File: config.mk
export PLATFORM = sky130hd
export DESIGN_NAME = cavlc_block_sequencer
export DESIGN_NICKNAME = d
export VERILOG_FILES = /design/src/rtl/cavlc_pkg.sv /design/src/rtl/cavlc_phase_watchdog.sv /design/src/rtl/cavlc_block_sequencer.sv
export SDC_FILE = /design/constraint.sdc
export NUM_CORES = 1
export LEC_CHECK = 0
export ABC_CLOCK_PERIOD_IN_PS = 3500
export CAP_MARGIN = 20
export CORE_MARGIN = 4
export CORE_UTILIZATION = 30
export CTS_CLUSTER_DIAMETER = 40
export CTS_CLUSTER_SIZE = 12
export DETAILED_ROUTE_END_ITERATION = 7
export PLACE_DENSITY = 0.6
export RECOVER_POWER = 100
export SLEW_MARGIN = 20
export SYNTH_ARGS = -nofsm -noshare
export SYNTH_HDL_FRONTEND = slang
export SYNTH_SLANG_ARGS = --single-unit
File: constraint.sdc
create_clock -name i_clk -period 3.5 [get_ports i_clk]
set_clock_uncertainty 0.1 [all_clocks]
set_input_delay 0.7 -clock i_clk [delete_from_list [all_inputs] [get_ports i_clk]]
set_output_delay 0.7 -clock i_clk [all_outputs]
set_load 0.01 [all_outputs]
File: src/rtl/cavlc_pkg.sv
// Shared types and widths for the CAVLC per-block sequencer.
// The state and phase enums are also used by the shift mux and debug output.
package cavlc_pkg;

  localparam int COEFF_W = 5;
  localparam int ZEROS_W = 4;
  localparam int SHIFT_W = 5;
  localparam int T1_W    = 2;

  localparam logic [T1_W-1:0] MAX_TRAILING_ONES = 2'd3;

  typedef enum logic [2:0] {
    S_IDLE        = 3'd0,
    S_COEFF_TOKEN = 3'd1,
    S_LEVELS      = 3'd2,
    S_TOTAL_ZEROS = 3'd3,
    S_RUN_BEFORE  = 3'd4,
    S_DONE        = 3'd5,
    S_ERROR       = 3'd6
  } cavlc_seq_state_t;

  typedef enum logic [2:0] {
    PH_NONE = 3'd0,
    PH_CT   = 3'd1,
    PH_LV   = 3'd2,
    PH_TZ   = 3'd3,
    PH_RB   = 3'd4
  } cavlc_phase_t;

  function automatic cavlc_phase_t phase_of(input cavlc_seq_state_t s);
    case (s)
      S_COEFF_TOKEN: return PH_CT;
      S_LEVELS:      return PH_LV;
      S_TOTAL_ZEROS: return PH_TZ;
      S_RUN_BEFORE:  return PH_RB;
      default:       return PH_NONE;
    endcase
  endfunction

  // Trailing ones can never exceed the coefficient count, nor three.
  function automatic logic [T1_W-1:0] max_t1(input logic [COEFF_W-1:0] tc);
    return (tc > COEFF_W'(3)) ? MAX_TRAILING_ONES : tc[T1_W-1:0];
  endfunction

endpackage

File: src/rtl/cavlc_phase_watchdog.sv
// Per-phase hang detector: counts cycles a phase holds Enable and flags
// expiry on the cycle the count would reach TIMEOUT.
module cavlc_phase_watchdog #(
  parameter int TIMEOUT = 255
) (
  input  logic i_clk,
  input  logic i_reset,
  input  logic i_clear,
  input  logic i_count,
  output logic o_expired
);

  localparam int CNT_W = $clog2(TIMEOUT + 1);
  localparam logic [CNT_W-1:0] LAST = CNT_W'(TIMEOUT - 1);

  logic [CNT_W-1:0] r_count;
  logic             w_expired;

  assign w_expired = i_count && (r_count == LAST);
  assign o_expired = w_expired;

  always_ff @(posedge i_clk) begin
    if (i_reset || i_clear || w_expired) begin
      r_count <= '0;
    end else if (i_count) begin
      r_count <= r_count + CNT_W'(1);
    end
  end

endmodule

File: src/rtl/cavlc_block_sequencer.sv
// Per-block CAVLC controller: steps coeff_token, levels, total_zeros and
// run_before, latches block parameters and muxes shift requests.
module cavlc_block_sequencer
  import cavlc_pkg::*;
#(
  parameter int MAX_COEFF = 16,
  parameter int TIMEOUT   = 255
) (
  input  logic               i_clk,
  input  logic               i_reset,
  input  logic               i_start,
  input  logic [COEFF_W-1:0] i_max_num_coeff,
  input  logic               i_bits_valid,
  output logic               o_busy,
  output logic               o_block_done,
  output logic               o_error,
  output logic [15:0]        o_block_count,
  output logic               o_ct_enable,
  output logic               o_lv_enable,
  output logic               o_tz_enable,
  output logic               o_rb_enable,
  input  logic               i_ct_done,
  input  logic               i_lv_done,
  input  logic               i_tz_done,
  input  logic               i_rb_done,
  input  logic [COEFF_W-1:0] i_ct_total_coeff,
  input  logic [T1_W-1:0]    i_ct_trailing_ones,
  input  logic [ZEROS_W-1:0] i_tz_total_zeros,
  input  logic [SHIFT_W-1:0] i_ct_num_shift,
  input  logic [SHIFT_W-1:0] i_lv_num_shift,
  input  logic [SHIFT_W-1:0] i_tz_num_shift,
  input  logic [SHIFT_W-1:0] i_rb_num_shift,
  input  logic               i_ct_shift_en,
  input  logic               i_lv_shift_en,
  input  logic               i_tz_shift_en,
  input  logic               i_rb_shift_en,
  output logic [COEFF_W-1:0] o_total_coeff,
  output logic [T1_W-1:0]    o_trailing_ones,
  output logic [ZEROS_W-1:0] o_total_zeros,
  output logic [SHIFT_W-1:0] o_num_shift,
  output logic               o_shift_en,
  output logic [2:0]         o_dbg_state
);

  cavlc_seq_state_t   r_state;
  logic               r_armed;
  logic               r_busy;
  logic               r_block_done;
  logic               r_error;
  logic [15:0]        r_block_count;
  logic [COEFF_W-1:0] r_max;
  logic [COEFF_W-1:0] r_total_coeff;
  logic [T1_W-1:0]    r_trailing_ones;
  logic [ZEROS_W-1:0] r_total_zeros;

  cavlc_phase_t       w_phase;
  logic               w_phase_enable;
  logic               w_active_done;
  logic               w_expired;
  logic               w_ct_bad;
  logic               w_tz_bad;
  logic [COEFF_W-1:0] w_zeros_room;
  logic [SHIFT_W-1:0] w_num_shift;
  logic               w_shift_en;

  // Enable waits for the first BitsValid of a phase, then holds until Done.
  assign w_phase        = phase_of(r_state);
  assign w_phase_enable = (w_phase != PH_NONE) && (r_armed || i_bits_valid);

  assign o_ct_enable = w_phase_enable && (w_phase == PH_CT);
  assign o_lv_enable = w_phase_enable && (w_phase == PH_LV);
  assign o_tz_enable = w_phase_enable && (w_phase == PH_TZ);
  assign o_rb_enable = w_phase_enable && (w_phase == PH_RB);

  assign w_active_done = (o_ct_enable && i_ct_done) || (o_lv_enable && i_lv_done) ||
                         (o_tz_enable && i_tz_done) || (o_rb_enable && i_rb_done);

  assign w_ct_bad = (i_ct_total_coeff > r_max) ||
                    (i_ct_total_coeff > COEFF_W'(MAX_COEFF)) ||
                    (i_ct_trailing_ones > max_t1(i_ct_total_coeff));

  assign w_zeros_room = r_max - r_total_coeff;
  assign w_tz_bad     = {1'b0, i_tz_total_zeros} > w_zeros_room;

  cavlc_phase_watchdog #(
    .TIMEOUT (TIMEOUT)
  ) u_watchdog (
    .i_clk     (i_clk),
    .i_reset   (i_reset),
    .i_clear   ((w_phase == PH_NONE) || w_active_done),
    .i_count   (w_phase_enable),
    .o_expired (w_expired)
  );

  always_comb begin
    w_num_shift = '0;
    w_shift_en  = 1'b0;
    case (w_phase)
      PH_CT: begin w_num_shift = i_ct_num_shift; w_shift_en = i_ct_shift_en; end
      PH_LV: begin w_num_shift = i_lv_num_shift; w_shift_en = i_lv_shift_en; end
      PH_TZ: begin w_num_shift = i_tz_num_shift; w_shift_en = i_tz_shift_en; end
      PH_RB: begin w_num_shift = i_rb_num_shift; w_shift_en = i_rb_shift_en; end
      default: ;
    endcase
    if (!w_phase_enable) begin
      w_num_shift = '0;
      w_shift_en  = 1'b0;
    end
  end

  always_ff @(posedge i_clk) begin
    if (i_reset) begin
      r_state         <= S_IDLE;
      r_armed         <= 1'b0;
      r_busy          <= 1'b0;
      r_block_done    <= 1'b0;
      r_error         <= 1'b0;
      r_block_count   <= '0;
      r_max           <= '0;
      r_total_coeff   <= '0;
      r_trailing_ones <= '0;
      r_total_zeros   <= '0;
    end else begin
      r_block_done <= 1'b0;
      r_error      <= 1'b0;

      // Done beats a same-cycle watchdog expiry.
      if (w_phase != PH_NONE) begin
        if (w_active_done) begin
          r_armed <= 1'b0;
        end else if (w_expired) begin
          r_state <= S_ERROR;
          r_error <= 1'b1;
          r_armed <= 1'b0;
        end else if (i_bits_valid) begin
          r_armed <= 1'b1;
        end
      end

      case (r_state)
        S_IDLE: begin
          if (i_start) begin
            r_state         <= S_COEFF_TOKEN;
            r_armed         <= 1'b0;
            r_busy          <= 1'b1;
            r_max           <= i_max_num_coeff;
            r_total_coeff   <= '0;
            r_trailing_ones <= '0;
            r_total_zeros   <= '0;
          end
        end
        S_COEFF_TOKEN: begin
          if (o_ct_enable && i_ct_done) begin
            r_total_coeff   <= i_ct_total_coeff;
            r_trailing_ones <= i_ct_trailing_ones;
            if (w_ct_bad) begin
              r_state <= S_ERROR;
              r_error <= 1'b1;
            end else if (i_ct_total_coeff == '0) begin
              r_state       <= S_DONE;
              r_block_done  <= 1'b1;
              r_total_zeros <= '0;
            end else begin
              r_state <= S_LEVELS;
            end
          end
        end
        S_LEVELS: begin
          if (o_lv_enable && i_lv_done) begin
            if (r_total_coeff == r_max) begin
              r_state       <= S_DONE;
              r_block_done  <= 1'b1;
              r_total_zeros <= '0;
            end else begin
              r_state <= S_TOTAL_ZEROS;
            end
          end
        end
        S_TOTAL_ZEROS: begin
          if (o_tz_enable && i_tz_done) begin
            r_total_zeros <= i_tz_total_zeros;
            if (w_tz_bad) begin
              r_state <= S_ERROR;
              r_error <= 1'b1;
            end else if ((i_tz_total_zeros == '0) || (r_total_coeff == COEFF_W'(1))) begin
              r_state      <= S_DONE;
              r_block_done <= 1'b1;
            end else begin
              r_state <= S_RUN_BEFORE;
            end
          end
        end
        S_RUN_BEFORE: begin
          if (o_rb_enable && i_rb_done) begin
            r_state      <= S_DONE;
            r_block_done <= 1'b1;
          end
        end
        S_DONE: begin
          r_state       <= S_IDLE;
          r_busy        <= 1'b0;
          r_block_count <= r_block_count + 16'd1;
        end
        S_ERROR: begin
          r_state <= S_IDLE;
          r_busy  <= 1'b0;
        end
        default: begin
          r_state <= S_IDLE;
          r_busy  <= 1'b0;
        end
      endcase
    end
  end

  assign o_busy          = r_busy;
  assign o_block_done    = r_block_done;
  assign o_error         = r_error;
  assign o_block_count   = r_block_count;
  assign o_total_coeff   = r_total_coeff;
  assign o_trailing_ones = r_trailing_ones;
  assign o_total_zeros   = r_total_zeros;
  assign o_num_shift     = w_num_shift;
  assign o_shift_en      = w_shift_en;
  assign o_dbg_state     = r_state;

endmodule

==> key figures <==
Clock tree
  – Clock latency at the later pin of the worst-skew pair: roughly 0.3 ns
  – CTS HTree Levels: 2
  – Clk sinks: 47
  – Clk slew on worst S/H paths: around 0.090 ns
  – Setup bufs post-CTS: 0
  – CTS Hold Buffers Added: 0
  – CTS tree: yes
  – Post-CTS Resized: 0
  – Clock buffer depth: 2
  – Num CTS Buffers: 5
  – Clock Tree Root: clkbuf_8

Detailed routing
  – Via-to-Cell Ratio: between 5 and 6
  – DR DRC count: 0
  – DRT Wirelength: roughly 8500 µm
  – Pre-antenna DRT Iters: 4
  – Vias: around 2800
  – Drt initial violations: between 100 and 150
  – ANT nets after route: 0
  – Wire length per cell: around 15 µm

Worst setup path
  – R2r startpoint: o_total_coeff[1]$_SDFFE_PP0P_
  – CP required: around 2.7 ns
  – Worst-path fanout max: 12
  – Reg2Reg Depth: 12
  – R2R setup slack: around 0.38 ns
  – Critical path arrival: around 2.5 ns
  – Critical Path Source Type: primary input
  – Crit path kind: in -> out
  – Crit. End Element: output port
  – Reg-to-reg endpoint: o_block_done$_SDFF_PP0_

Die
  – Die area: about 11000 µm²
  – Core area: a little under 9000 µm²
  – Die height: 104 µm
  – Width of the die: 104 µm
  – I/O pin total: between 90 and 100
  – Core Rows: 34
  – Initial Util: 0.314

Power
  – Max VDD drop: 162 µV
  – Total power: approximately 0.0012 W
  – Lkg Pwr: roughly 1.6 nW
  – Power per cell area: between 300 and 400 nW/µm²

Global route
  – Initial antenna violation count: 0
  – Number of global-route vias before repair: 2819
  – Pin count of the biggest net entering global routing: 37
  – Global-route wire length before repair: between 10000 and 15000 µm
  – Total GRT Usage: 0.152
  – Overflow after GRT: 0

Logic synthesis
  – Mapped Cells: approximately 350
  – Synth Flop Type: dfxtp_1
  – Number of synthesized flops with an enable pin: 0
  – #FFs+latches synth: 47
  – Post-synthesis sequential area ratio: 0.337
  – Main combinational cell family by area after synthesis: simple AND/OR/NAND/NOR gates
  – Post-Synth Adder-Cell Area: 0.0878
  – Post-Syn Nets: ~420
  – Synth Area in Compound Gates: 0.179
  – Post-synth cell types: 51
  – Asr flop ratio synth: 0
  – Yosys warns: 0
  – Mean post-synth cell area: around 8 µm²
  – XOR/XNOR Fraction of Synth Area: 0.0753
  – Post-synthesis simple-gate area fraction: 0.266
  – Multiplexer share of the synthesized area: 0.00806
  – Post-Syn Area: 2790 µm²

STA
  – Final-report hold violation count: 0
  – RSZ-0062 raised after global routing: no
  – Final setup violation count: 0
  – Max-slew headroom: 0.552
  – Final hold slack: 0.381 ns
  – Setup_tns: 0 ns
  – Worst-Margin Slew: 0.670 ns
  – Final Slew Violations: 0
  – FMAX: 301 MHz
  – Period utilisation layout: 0.948
  – Min Tclk post-route: approximately 3.3 ns

Cells and area
  – Area growth from synthesis to layout: 40.5%
  – Final #Nets: a little over 500
  – Commonest non-fill, non-tap cell in the layout: nor2_1
  – Fillers: between 800 and 900
  – Cell area after layout: ~3900 µm²
  – Share of cells above drive strength 1: 0.0426
  – Highest-count cells in the layout ignoring fill and taps: nor2_1, clkdlybuf4s50_1, dfxtp_1, dlygate4sd3_1, a21oi_1
  – Antenna diode count: 0

Place
  – Port bufs: 90
  – Placed inst area: around 3900 µm²
  – RD Place Congestion: ~0.85
  – Post-DP HPWL: between 6000 and 7000 µm

Min path
  – Hold Crit Start: o_total_zeros[0]$_SDFFE_PP0P_
  – Hold Path Class: reg -> reg
  – Hold Path End: o_total_zeros[0]$_SDFFE_PP0P_
  – Hold Path Stages: 2

Run
  – Max-cap violations: 0

Run status
  – Status: complete, no violations
==> through the flow <==
step | cells | utilization | setup slack (ns)
after floorplan | 352 | - | 0.496
after global placement | 546 | 0.433 | 0.336
after detailed placement | 546 | 0.433 | 0.304
after CTS | 554 | 0.444 | 0.206
after global routing | 554 | 0.441 | 0.0375
final | 554 | 0.441 | 0.182
==> report_power, final <==
part	switching [W]	total [W]	internal, W	leakage, nW
sequential	0.0000101	0.000556	0.000546	0.380
clock	0.000197	0.000345	0.000147	0.0491
combinational	0.000151	0.000291	0.000140	1.14
==> state kept, by name (all words and copies together) (netlist names) <==
signal / count
o_busy: 1
o_block_count: 16
o_block_done: 1
o_dbg_state: 3
o_total_coeff: 5
u_watchdog.r_count: 8
r_max: 5
o_total_zeros: 4
o_error: 1
o_trailing_ones: 2
r_armed: 1
==> area by class of cell <==
class	instances	area, µm²	share of cell area
multi-input combinational	271	1710	0.437
tap	108	135	0.0344
clock buffer	5	68.8	0.0175
clock inverter	3	26.3	0.00669
timing repair buffer	100	965	0.246
sequential	47	941	0.240
inverter	20	75.1	0.0191
==> per-layer routing <==
| layer | wire length (µm) | global-route usage |
|---|---|---|
| met5 | 0 | 0 |
| met4 | 108 | 0.0532 |
| met3 | 470 | 0.0360 |
| met2 | 3730 | 0.239 |
| met1 | 4160 | 0.202 |
==> synth_stat cells, drive strengths merged (2+ instances only) <==
cell / n / area (µm²)
a22oi: 14 / 105
nand3: 13 / 65.1
a211oi: 2 / 20.0
nor4: 5 / 31.3
nor2b: 4 / 25.0
or2: 3 / 18.8
inv: 20 / 75.1
nand2: 15 / 56.3
o31ai: 2 / 15.0
buf: 5 / 23.8
a21oi: 28 / 140
xor2: 19 / 166
or4: 3 / 22.5
mux2: 2 / 22.5
and4: 3 / 26.3
and2: 4 / 25.0
nor3: 5 / 25.0
or3: 3 / 18.8
dfxtp: 47 / 941
ha: 18 / 225
a221oi: 7 / 61.3
o21ai: 8 / 40.0
nor3b: 2 / 20.0
clkbuf: 9 / 33.8
a21o: 3 / 22.5
and3: 5 / 31.3
nand4: 13 / 81.3
xnor2: 5 / 43.8
nor2: 68 / 255
==> worst max-delay path: stages <==
cell,delay (ns)
clkdlybuf4s50_1,0.47
or2_1,0.11
clkbuf_1,0.37
nand2_1,0.16
nor2_1,0.14
clkdlybuf4s50_1,0.57
==> worst max path at each step <==
stage / startpoint / end / slack [ns]
floorplan: o_total_coeff[1]$_SDFFE_PP0P_ / o_block_done$_SDFF_PP0_ / 0.50
global placement: i_bits_valid / u_watchdog.r_count[1]$_SDFFE_PP0P_ / 0.34
detailed placement: i_bits_valid / u_watchdog.r_count[1]$_SDFFE_PP0P_ / 0.30
CTS: o_dbg_state[1]$_SDFF_PP0_ / o_num_shift[0] / 0.21
global route: o_dbg_state[1]$_SDFF_PP0_ / o_num_shift[3] / 0.04
finish: i_bits_valid / o_lv_enable / 0.18
==> cells by family (layout without fill, tap and decap cells) <==
logic type / count (synthesis) / after routing
xor+xnor: 24 / 24
fa+ha+maj: 19 / 19
simple gates: 151 / 151
buf+inv: 34 / 128
compound gates: 75 / 75
flops: 47 / 47
mux: 2 / 2
Note: power is estimated with default switching activity, not from simulation.
